## src/rtl/mem_if_pkg.sv

```systemverilog
// Shared types and limits for the RC4 memory read/write controller.
package mem_if_pkg;

  localparam int MEM_IF_MAX_RD_LAT = 15;
  localparam int MEM_IF_CNT_W      = $clog2(MEM_IF_MAX_RD_LAT + 1);

  typedef enum logic [2:0] {
    IDLE    = 3'd0,
    WRITE   = 3'd1,
    WR_DONE = 3'd2,
    RD_WAIT = 3'd3,
    RD_CAP  = 3'd4,
    RD_DONE = 3'd5
  } mem_if_state_t;

endpackage

```

## src/rtl/mem_rw_interface.sv

```systemverilog
// Single-port memory controller: one-cycle writes and fixed-latency reads,
// with a read queued behind a write when both start together.
module mem_rw_interface
  import mem_if_pkg::*;
#(
  parameter int ADDR_W = 5,
  parameter int DATA_W = 8,
  parameter int RD_LAT = 2
) (
  input  logic              clk,
  input  logic              nreset,
  input  logic              wr_start,
  input  logic [ADDR_W-1:0] wr_addr_in,
  input  logic [DATA_W-1:0] wr_data_in,
  input  logic              rd_start,
  input  logic [ADDR_W-1:0] rd_addr_in,
  input  logic [DATA_W-1:0] rd_mem,
  output logic [ADDR_W-1:0] addr_mem,
  output logic [DATA_W-1:0] wr_mem,
  output logic              wr_enable,
  output logic              wr_done,
  output logic              rd_done,
  output logic [DATA_W-1:0] rd_data,
  output logic              busy
);

  if (RD_LAT < 1 || RD_LAT > MEM_IF_MAX_RD_LAT) begin : g_bad_rd_lat
    $error("mem_rw_interface: RD_LAT must be in 1..%0d", MEM_IF_MAX_RD_LAT);
  end

  localparam logic [MEM_IF_CNT_W-1:0] LAT_LOAD = MEM_IF_CNT_W'(RD_LAT - 1);

  mem_if_state_t           state_q, state_d;
  logic [ADDR_W-1:0]       addr_mem_q, addr_mem_d;
  logic [DATA_W-1:0]       wr_mem_q, wr_mem_d;
  logic [DATA_W-1:0]       rd_data_q, rd_data_d;
  logic                    rd_pend_q, rd_pend_d;
  logic [ADDR_W-1:0]       rd_pend_addr_q, rd_pend_addr_d;
  logic [MEM_IF_CNT_W-1:0] cnt_q, cnt_d;
  logic                    wr_enable_q, wr_enable_d;
  logic                    wr_done_q, wr_done_d;
  logic                    rd_done_q, rd_done_d;

  always_comb begin
    state_d        = state_q;
    addr_mem_d     = addr_mem_q;
    wr_mem_d       = wr_mem_q;
    rd_data_d      = rd_data_q;
    rd_pend_d      = rd_pend_q;
    rd_pend_addr_d = rd_pend_addr_q;
    cnt_d          = cnt_q;
    case (state_q)
      IDLE: begin
        if (wr_start) begin
          addr_mem_d = wr_addr_in;
          wr_mem_d   = wr_data_in;
          state_d    = WRITE;
          // A read arriving with the write waits until the write has landed.
          if (rd_start) begin
            rd_pend_d      = 1'b1;
            rd_pend_addr_d = rd_addr_in;
          end
        end else if (rd_start) begin
          addr_mem_d = rd_addr_in;
          cnt_d      = LAT_LOAD;
          state_d    = RD_WAIT;
        end
      end
      WRITE: state_d = WR_DONE;
      WR_DONE: begin
        if (rd_pend_q) begin
          addr_mem_d = rd_pend_addr_q;
          rd_pend_d  = 1'b0;
          cnt_d      = LAT_LOAD;
          state_d    = RD_WAIT;
        end else begin
          state_d = IDLE;
        end
      end
      RD_WAIT: begin
        if (cnt_q == '0) state_d = RD_CAP;
        else             cnt_d   = cnt_q - 1'b1;
      end
      RD_CAP: begin
        rd_data_d = rd_mem;
        state_d   = RD_DONE;
      end
      RD_DONE: state_d = IDLE;
      default: begin
        state_d   = IDLE;
        rd_pend_d = 1'b0;
      end
    endcase
  end

  // Strobes are registered off the next state so they line up with it.
  always_comb begin
    wr_enable_d = (state_d == WRITE);
    wr_done_d   = (state_d == WR_DONE);
    rd_done_d   = (state_d == RD_DONE);
  end

  always_ff @(posedge clk) begin
    if (!nreset) begin
      state_q        <= IDLE;
      addr_mem_q     <= '0;
      wr_mem_q       <= '0;
      rd_data_q      <= '0;
      rd_pend_q      <= 1'b0;
      rd_pend_addr_q <= '0;
      cnt_q          <= '0;
      wr_enable_q    <= 1'b0;
      wr_done_q      <= 1'b0;
      rd_done_q      <= 1'b0;
    end else begin
      state_q        <= state_d;
      addr_mem_q     <= addr_mem_d;
      wr_mem_q       <= wr_mem_d;
      rd_data_q      <= rd_data_d;
      rd_pend_q      <= rd_pend_d;
      rd_pend_addr_q <= rd_pend_addr_d;
      cnt_q          <= cnt_d;
      wr_enable_q    <= wr_enable_d;
      wr_done_q      <= wr_done_d;
      rd_done_q      <= rd_done_d;
    end
  end

  assign addr_mem  = addr_mem_q;
  assign wr_mem    = wr_mem_q;
  assign wr_enable = wr_enable_q;
  assign wr_done   = wr_done_q;
  assign rd_done   = rd_done_q;
  assign rd_data   = rd_data_q;
  assign busy      = (state_q != IDLE) | rd_pend_q;

endmodule

```

## config.mk

```make
export PLATFORM = sky130hd
export DESIGN_NAME = mem_rw_interface
export DESIGN_NICKNAME = d
export VERILOG_FILES = /design/src/rtl/mem_if_pkg.sv /design/src/rtl/mem_rw_interface.sv
export SDC_FILE = /design/constraint.sdc
export NUM_CORES = 1
export LEC_CHECK = 0
export ABC_AREA = 0
export ABC_CLOCK_PERIOD_IN_PS = 1800
export CORE_MARGIN = 4
export CORE_UTILIZATION = 45
export DETAILED_ROUTE_END_ITERATION = 7
export PLACE_DENSITY = 0.78
export SKIP_LAST_GASP = 1
export SYNTH_ARGS = -nofsm -noshare
export SYNTH_HDL_FRONTEND = slang
export SYNTH_SLANG_ARGS = --single-unit
```

## constraint.sdc

```tcl
create_clock -name clk -period 1.8 [get_ports clk]
set_input_delay 0.27 -clock clk [delete_from_list [all_inputs] [get_ports clk]]
set_output_delay 0.27 -clock clk [all_outputs]
set_load 0.02 [all_outputs]
```

== After elaboration in Yosys (flattened, before gate mapping) ==
Cells that the tools add are included.
Storage, ports and cells
  memories: 0
  register bits: 37
  input bits: 30
  bits in read-only memories: 0
  logic and storage cells: 55
  latch bits: 0
  RAM bits: 0
  output and inout bits: 25
Cells by class
  reduce and logical (&&, ||, !) cells: 11
  equal/unequal tests: 14
  multiply operators: 0
  divide/modulo/power cells: 0
  add/sub/neg operators: 1
  bitwise gates (word level): 2
  multiplexer cells: 17
  $lt $le $gt $ge: 0
  shift-type cells: 0
Operator list (number)
  4-bit 2-to-1 mux: 4
  5-bit 2-to-1 mux: 3
  3-bit case mux with 5 select lines: 1
  4-bit case mux with 3 select lines: 1
  2-bit != test (second input constant): 5
  5-bit case mux with 2 select lines: 1
  3-bit by 2-bit == test with 1-bit output (second input constant): 3
  3-bit == test (second input constant): 3
  3-bit 2-to-1 mux: 3
  3-bit AND reduction: 3
  3-bit by 1-bit == test with 1-bit output (second input constant): 2
  3-bit nonzero test: 2
  5-bit AND reduction: 1
  4-bit logical NOT: 1
  4-bit OR reduction: 1
  4-bit by 1-bit subtractor with 4-bit output (second input constant): 1
  3-bit logical NOT: 1
  3-bit != test (second input constant): 1
  1-bit 2-to-1 mux: 2
  2-bit 2-to-1 mux: 1
  1-bit case mux with 2 select lines: 1
  2-bit AND reduction: 1
  2-bit nonzero test: 1
  1-bit inverter: 1
  1-bit OR: 1

== Logic depth before layout (Yosys ltp) ==
Gate-level depths: netlist (run 1).
  depth after elaboration: 4
  mapped depth: 5
  mapped depth without buffers: 5

== Worst setup path after synthesis (run 1) ==
Ideal clock, no wire load.
  kind: register -> register
  start: register cnt_q[0]
  end: register cnt_q[3]
  library setup time: 120 ps
  slack: 264 ps
  stages on the path, launching flop included: 6
  arrival time: 1416 ps
  path buffers: 0
  cell sequence: dfxtp_1 > inv_1 > ha_1 > or3b_2 > and4_1 > a211o_1
On the way
  cells in the longest elaborated chain, start to end: 3
  elaborated cells between the ends (all ways): 6
  those cells by class: add/sub: 1; eq/ne: 1; mux: 2; reduce/logical: 2
RTL lines
  start, declared: line mem_rw_interface.sv:39  | logic [MEM_IF_CNT_W-1:0] cnt_q, cnt_d;
  start signal, assigned: line mem_rw_interface.sv:122  | cnt_q <= cnt_d;
  4-bit by 1-bit subtractor with 4-bit output or 4-bit logical NOT (tied branches): line mem_rw_interface.sv:82, mem_rw_interface.sv:81
  4-bit 2-to-1 mux or 2-bit != test (tied branches)
  4-bit case mux with 3 select lines or 5-bit AND reduction (tied branches)
Parallel ways exist; a longest one is shown, timed or not. The select of a mux whose other input is x is not followed.
A chain may end at the register's enable or synchronous reset.

== Worst setup path in the final report (run 1) ==
  start: register state_q[0]
  end: output busy
On the way
  cells in the longest elaborated chain, start to end: 2
RTL lines
  start, declared: line mem_rw_interface.sv:33  | mem_if_state_t state_q, state_d;
  start signal, assigned: line mem_rw_interface.sv:116  | state_q <= state_d;
  3-bit nonzero test: line mem_rw_interface.sv:135  | assign busy = (state_q != IDLE) | rd_pend_q;
  1-bit OR: line mem_rw_interface.sv:135
  end, declared: line mem_rw_interface.sv:24  | output logic busy
Every way passes these cells.

==> run summary, run 1 <==
Largest net degree at the start of global routing: 25
Peak VDD IR: 0.6178 mV
Fin crit period: 1.702 ns
Syn Inst Count: 179
Fin crit share: 94.56%
WHS: 0.4633 ns
Status: finished clean
Fmax: 587.5 MHz
Unrepaired setup endpoints after global routing: no
Sinks on Clock Net: 37
TritonRoute pass-1 iters: 4
Most common cell in the netlist: dfxtp_1
Metal3 WL: 221 um
PwrDens: 901.8 mW/mm2
Critical path startpoint category: register
I/O pins: 55
Final hold viol count: 0
WL met2: 1.774 mm
LEAKAGE: 0.0009171 uW
Post-CTS Setup Bufs: 0
Yosys reg bits: 37
Highest metal used: met4
Wire length on met1: 1.700 mm
Worst Path Arrival: 1.43 ns
Synth cell types: 44
Slew @ Worst Pin: 0.4923 ns
Antenna violations before repair: 0
H-tree levels: 2
Yosys top cell area share: 43.69%
Main synth FF type: dfxtp_1
# rows: 22
Clk Latency, worst-skew pair: 0.28 ns
Vias in the first global route: 1440
# DRC: 0
Filler Cell Count: 293
PortBufs: 54
Final setup fails: 0
Multi-input gate area: 869.6 um2
Gate power share: 24.4%
Root Buffer Master: clkbuf_8
Final antenna-violating net count: 0
Min-Delay Path Class: register to register
Yosys warnings: 0
Global route overflow: 0
Clock power frac: 33.4%
Vias per Instance: 5.052
P&R area growth vs syn: 43.17%
First-pass GRT wire length: 6.299 mm
Crit path max fanout: 6
Synth top area cells: dfxtp_1 44%, mux2i_1 7.7%, nand2_1 6.0%
Cell Area, Placed: 0.002306 mm2
Slew Limit Headroom: 66.83%
Final wirelength: 3.742 mm
Psw: 574.1 uW
Leading area contributor after synthesis: dfxtp_1
Sw frac: 26.23%
CP Class: register to primary output
Internal power: 1615 uW
Die width: 69.38 um
Die Footprint: 0.004814 mm2
Post-synth EDFFs: 0
Layout cells sized above 1: 14.71%
Syn avg cell area: 9.471 um2
Final Non-Filler Cells: 286
Register area share after synthesis: 43.69%
CTS Buf Count: 5
Gr usage total: 15.90%
Ant diodes: 0
Cells after DPL: 278
Via count: 1445
Initial Util: 46.31%
Top cells by count, synth: 37 x dfxtp_1, 27 x nand2_1, 13 x a21boi_0, 13 x mux2i_1, 11 x nor2b_1
Syn Nets: 210
Die extent in y: 69.38 um
Clock Tree Buf Depth: 2
Max Cap Viol: 0
Max-slew violations: 0
TNS Setup: 0 ns
CTS tree: done
Core area: 0.003661 mm2
Iteration-0 DRC Markers: 43
Finished layout cell area: 0.002427 mm2
Synth Cell Area: 0.001695 mm2
GP Congestion: 0.7935
Flop pwr share: 42.2%
Ys async rst share: 0%
Post-layout nets: 268
DR WL/cell: 13.08 um
Crit end category: primary output
Clock skew: 0.005644 ns
Critical Path RT: 1.53 ns
Final HPWL DP: 2.722 mm
Clock slew at reported path FFs: 0.07 ns
Sequential cell area: 743.2 um2
## worst paths after layout
| path | startpoint | cells past startpoint | endpoint | slack, ns |
|---|---|---|---|---|
| max | state_q[0] | 3 | busy | 0.1 |
| min | wr_mem[1] | 2 | wr_mem[1] | 0.46 |
| max reg2reg | cnt_q[0] | 5 | wr_done | 0.13 |
| min reg2reg | wr_mem[1] | 2 | wr_mem[1] | 0.46 |
## through the flow
stage | utilization [%] | total power (uW) | setup WS [ns]
floorplan | - | 1252 | 0.2642
global placement | 62.99 | 1467 | 0.02944
global route | 66.30 | 2294 | 0.01791
detailed placement | 62.99 | 1473 | -0.001508
CTS | 66.23 | 2205 | 0.03361
finish | 66.30 | 2189 | 0.09795
## registers in the layout, summed over array words and instances (netlist names), 3 cells and up
signal and cells:
rd_data 8, cnt_q 4, rd_pend_addr_q 5, state_q 3, addr_mem 5, wr_mem 8
## cell families after synthesis
kind of cell	synth area share [%]
and+or+nand+nor	24.43
DFF	43.69
AOI/OAI and AO/OA	14.69
buffers and inverters	5.461
muxes	11.00
adders and majority gates	0.7379
## power by group through the flow
| stage | Combinational, uW | Sequential [uW] | Clock [uW] |
|---|---|---|---|
| 2_1_floorplan | 270 | 982 | 0 |
| 3_3_place_gp | 530 | 937 | 0 |
| 3_5_place_dp | 533 | 940 | 0 |
| 4_1_cts | 538 | 923 | 744 |
| 5_1_grt | 581 | 934 | 778 |
| 6_report | 534 | 924 | 731 |
## critical path, cell delays in order, from the launching register on
cell             delay [ns]
dfxtp_2                0.35
nor2_2                 0.19
nand2_1                0.08
clkdlybuf4s50_1        0.54
## cell type report
| class | count | area share, % |
|---|---|---|
| Timing Repair Buffer | 65 | 25.67 |
| Multi-Input combinational cell | 124 | 35.82 |
| Sequential cell | 37 | 30.62 |
| Clock buffer | 7 | 3.557 |
| Inverter | 4 | 0.6186 |
| Clock inverter | 1 | 1.237 |
| Tap cell | 48 | 2.474 |
## metal layers
metal  GRT usage [%]  up-vias
met5               0        -
met3           4.203        4
met1           19.44      661
li1                -      740
met2           26.69       40
met4           5.857        0
## placed cells by master, fill, tap and decap left out, types with 2 or more instances in the layout
cell type	Yosys	routed
clkdlybuf4s50_1	0	54
a21boi_0	13	13
nand3_1	5	5
and2_1	2	2
o21ai_0	7	7
inv_1	4	4
a21oi_1	2	2
mux2_2	5	5
nand2_1	27	27
clkbuf_8	0	6
mux2i_1	13	13
nor2b_1	11	11
o22ai_1	5	5
buf_4	1	11
dfxtp_1	37	35
dfxtp_2	0	2
nor2_1	3	2
nor3_1	2	2
nor3b_1	4	3
## repair_timing
action | in CTS | in global routing
hold buffers | 0 | 0
pin swaps | 0 | 0
resized for setup | 1 | 2
setup endpoints to repair | 1 | 1
(Power assumes the default switching activity.)
==> run 2, diff against run 1 <==
--- a/config.mk
+++ b/config.mk
@@ -12,3 +12,4 @@
 export DETAILED_ROUTE_END_ITERATION = 7
-export PLACE_DENSITY = 0.78
+export PLACE_DENSITY = 0.82
+export SETUP_SLACK_MARGIN = 0.15
 export SKIP_LAST_GASP = 1
--- a/constraint.sdc
+++ b/constraint.sdc
@@ -3,2 +3,2 @@
 set_output_delay 0.27 -clock clk [all_outputs]
-set_load 0.02 [all_outputs]
+set_load 0.005 [all_outputs]
==> run 2 against run 1 <==
  * Clock skew rose by 0.0024 ns
  * Die area did not move
  * Global-route usage decreased by 0.34 points
  * Design area fell by 0.57%
  * Maximum frequency increased by 6.1%
  * Clock power shrank 19%
  * Register-to-register slack better by 0.12 ns
  * Largest cell class unchanged
==> run summary, run 2 (synthesis results as in run 1) <==
Global route overflow: 0
WHS: 0.4654 ns
Status: finished clean
Clock Tree Buf Depth: 2
Clock skew: 0.008077 ns
Final antenna-violating net count: 0
Critical Path RT: 1.53 ns
Max-slew violations: 0
Psw: 529.8 uW
Vias per Instance: 5.117
Min-Delay Path Class: register to register
Post-layout util: 65.93%
Worst path top cell family by delay: buffers and inverters
Post-CTS Hold Buffers: 0
Fin crit share: 89.13%
Critical path, cell by cell: nor2_4, nand2_1, clkdlybuf4s50_1
TritonRoute pass-1 iters: 4
I/O pins: 55
DR WL/cell: 13.28 um
Fin crit period: 1.604 ns
Final HPWL DP: 2.693 mm
P&R area growth vs syn: 42.36%
CP peak stage delay: 0.49 ns
Gr usage total: 15.57%
Fmax: 623.3 MHz
Die Footprint: 0.004814 mm2
GP Congestion: 0.7539
Iteration-0 DRC Markers: 49
Slew Limit Headroom: 68.43%
Vias in the first global route: 1405
Ant diodes: 0
Max Cap Viol: 0
Peak VDD IR: 0.5688 mV
Unrepaired setup endpoints after global routing: yes
PnR worst setup slack: 0.1957 ns
Root Buffer Master: clkbuf_8
Post-layout nets: 266
Critical path startpoint category: register
Die extent in y: 69.38 um
Clk Latency, worst-skew pair: 0.29 ns
CTS tree: done
Final hold viol count: 0
Via count: 1448
Crit path max fanout: 10
PortBufs: 54
Clock power frac: 29.6%
Initial Util: 46.31%
Largest net degree at the start of global routing: 30
Cells after DPL: 274
Internal power: 1467 uW
Final setup fails: 0
H-tree levels: 2
Slew @ Worst Pin: 0.4686 ns
Most frequent cells in the layout: 54 x clkdlybuf4s50_1, 34 x dfxtp_1, 27 x nand2_1
Die width: 69.38 um
Layout cells sized above 1: 16.17%
Crit end category: primary output
Commonest non-fill, non-tap cell in the layout: clkdlybuf4s50_1
Clock slew at reported path FFs: 0.07 ns
Critical-path top delay cell: clkdlybuf4s50_1
CTS Buf Count: 5
Setup slack at placement: -0.03703 ns
Worst Path Arrival: 1.33 ns
Gate power share: 23.5%
Flop pwr share: 46.9%
First-pass GRT wire length: 6.127 mm
Sw frac: 26.53%
Crit path buf inv count: 1
PwrDens: 827.3 mW/mm2
Antenna violations before repair: 0
Final Non-Filler Cells: 283
Sinks on Clock Net: 37
LEAKAGE: 0.0009000 uW
# DRC: 0
CP Class: register to primary output
# rows: 22
Core area: 0.003661 mm2
Final wirelength: 3.759 mm
-- run 2: cell count changes in the layout (fill, tap and decap cells not counted), sizes merged --
cell / before / now
buf: 11 / 9
bufinv: 1 / 0
clkbuf: 7 / 6
clkinvlp: 0 / 1
-- run 2: what timing repair did --
action	4_1_cts	5_1_grt
endpoints found under the setup margin	3	2
pin swaps	0	3
resized for setup	8	5
setup buffers	0	2
cloned	0	0
-- run 2: worst min-delay path, cell delays in order (launching register included) --
cell      delay, ns
dfxtp_1        0.31
nand2_1        0.05
a21boi_0       0.06
-- run 2: cell type report --
class	instances	area (um2)
fill	299	1247
multi-input combinational	124	890.9
sequential	37	749.5
timing repair buffer	63	608.1
clock buffer	6	82.58
tap	48	60.06
inverter	4	15.01
clock inverter	1	7.507
-- run 2: final timing paths --
check,from,end,slack (ns),cells after the start
worst min-delay path,wr_mem[5],wr_mem[5],0.47,2
worst max-delay path,state_q[0],busy,0.20,3
worst min register to register,wr_mem[5],wr_mem[5],0.47,2
worst max register to register,state_q[1],rd_pend_addr_q[0],0.25,4
-- run 2: power by group through the flow --
stage	Combinational, uW	Sequential [uW]	Clock (uW)
2_1_floorplan	263	933	0
3_3_place_gp	441	949	0
3_5_place_dp	444	952	0
4_1_cts	452	939	599
5_1_grt	513	947	625
6_report	469	937	591
-- run 2: metrics by stage --
stage                     cell area (um2)  setup TNS [ns]  power (uW)
after floorplan                      1695               0        1196
after global placement               2276               0        1390
after detailed placement             2276        -0.07343        1396
after CTS                            2385               0        1990
after global routing                 2414               0        2085
final                                2414               0        1997
-- run 2: routing by layer --
metal,global-route usage (%),up-vias,wire (um)
met5,0,-,0
met4,7.592,0,62
met3,5.942,8,263
met2,23.94,44,1660
met1,18.98,658,1773
li1,-,738,-
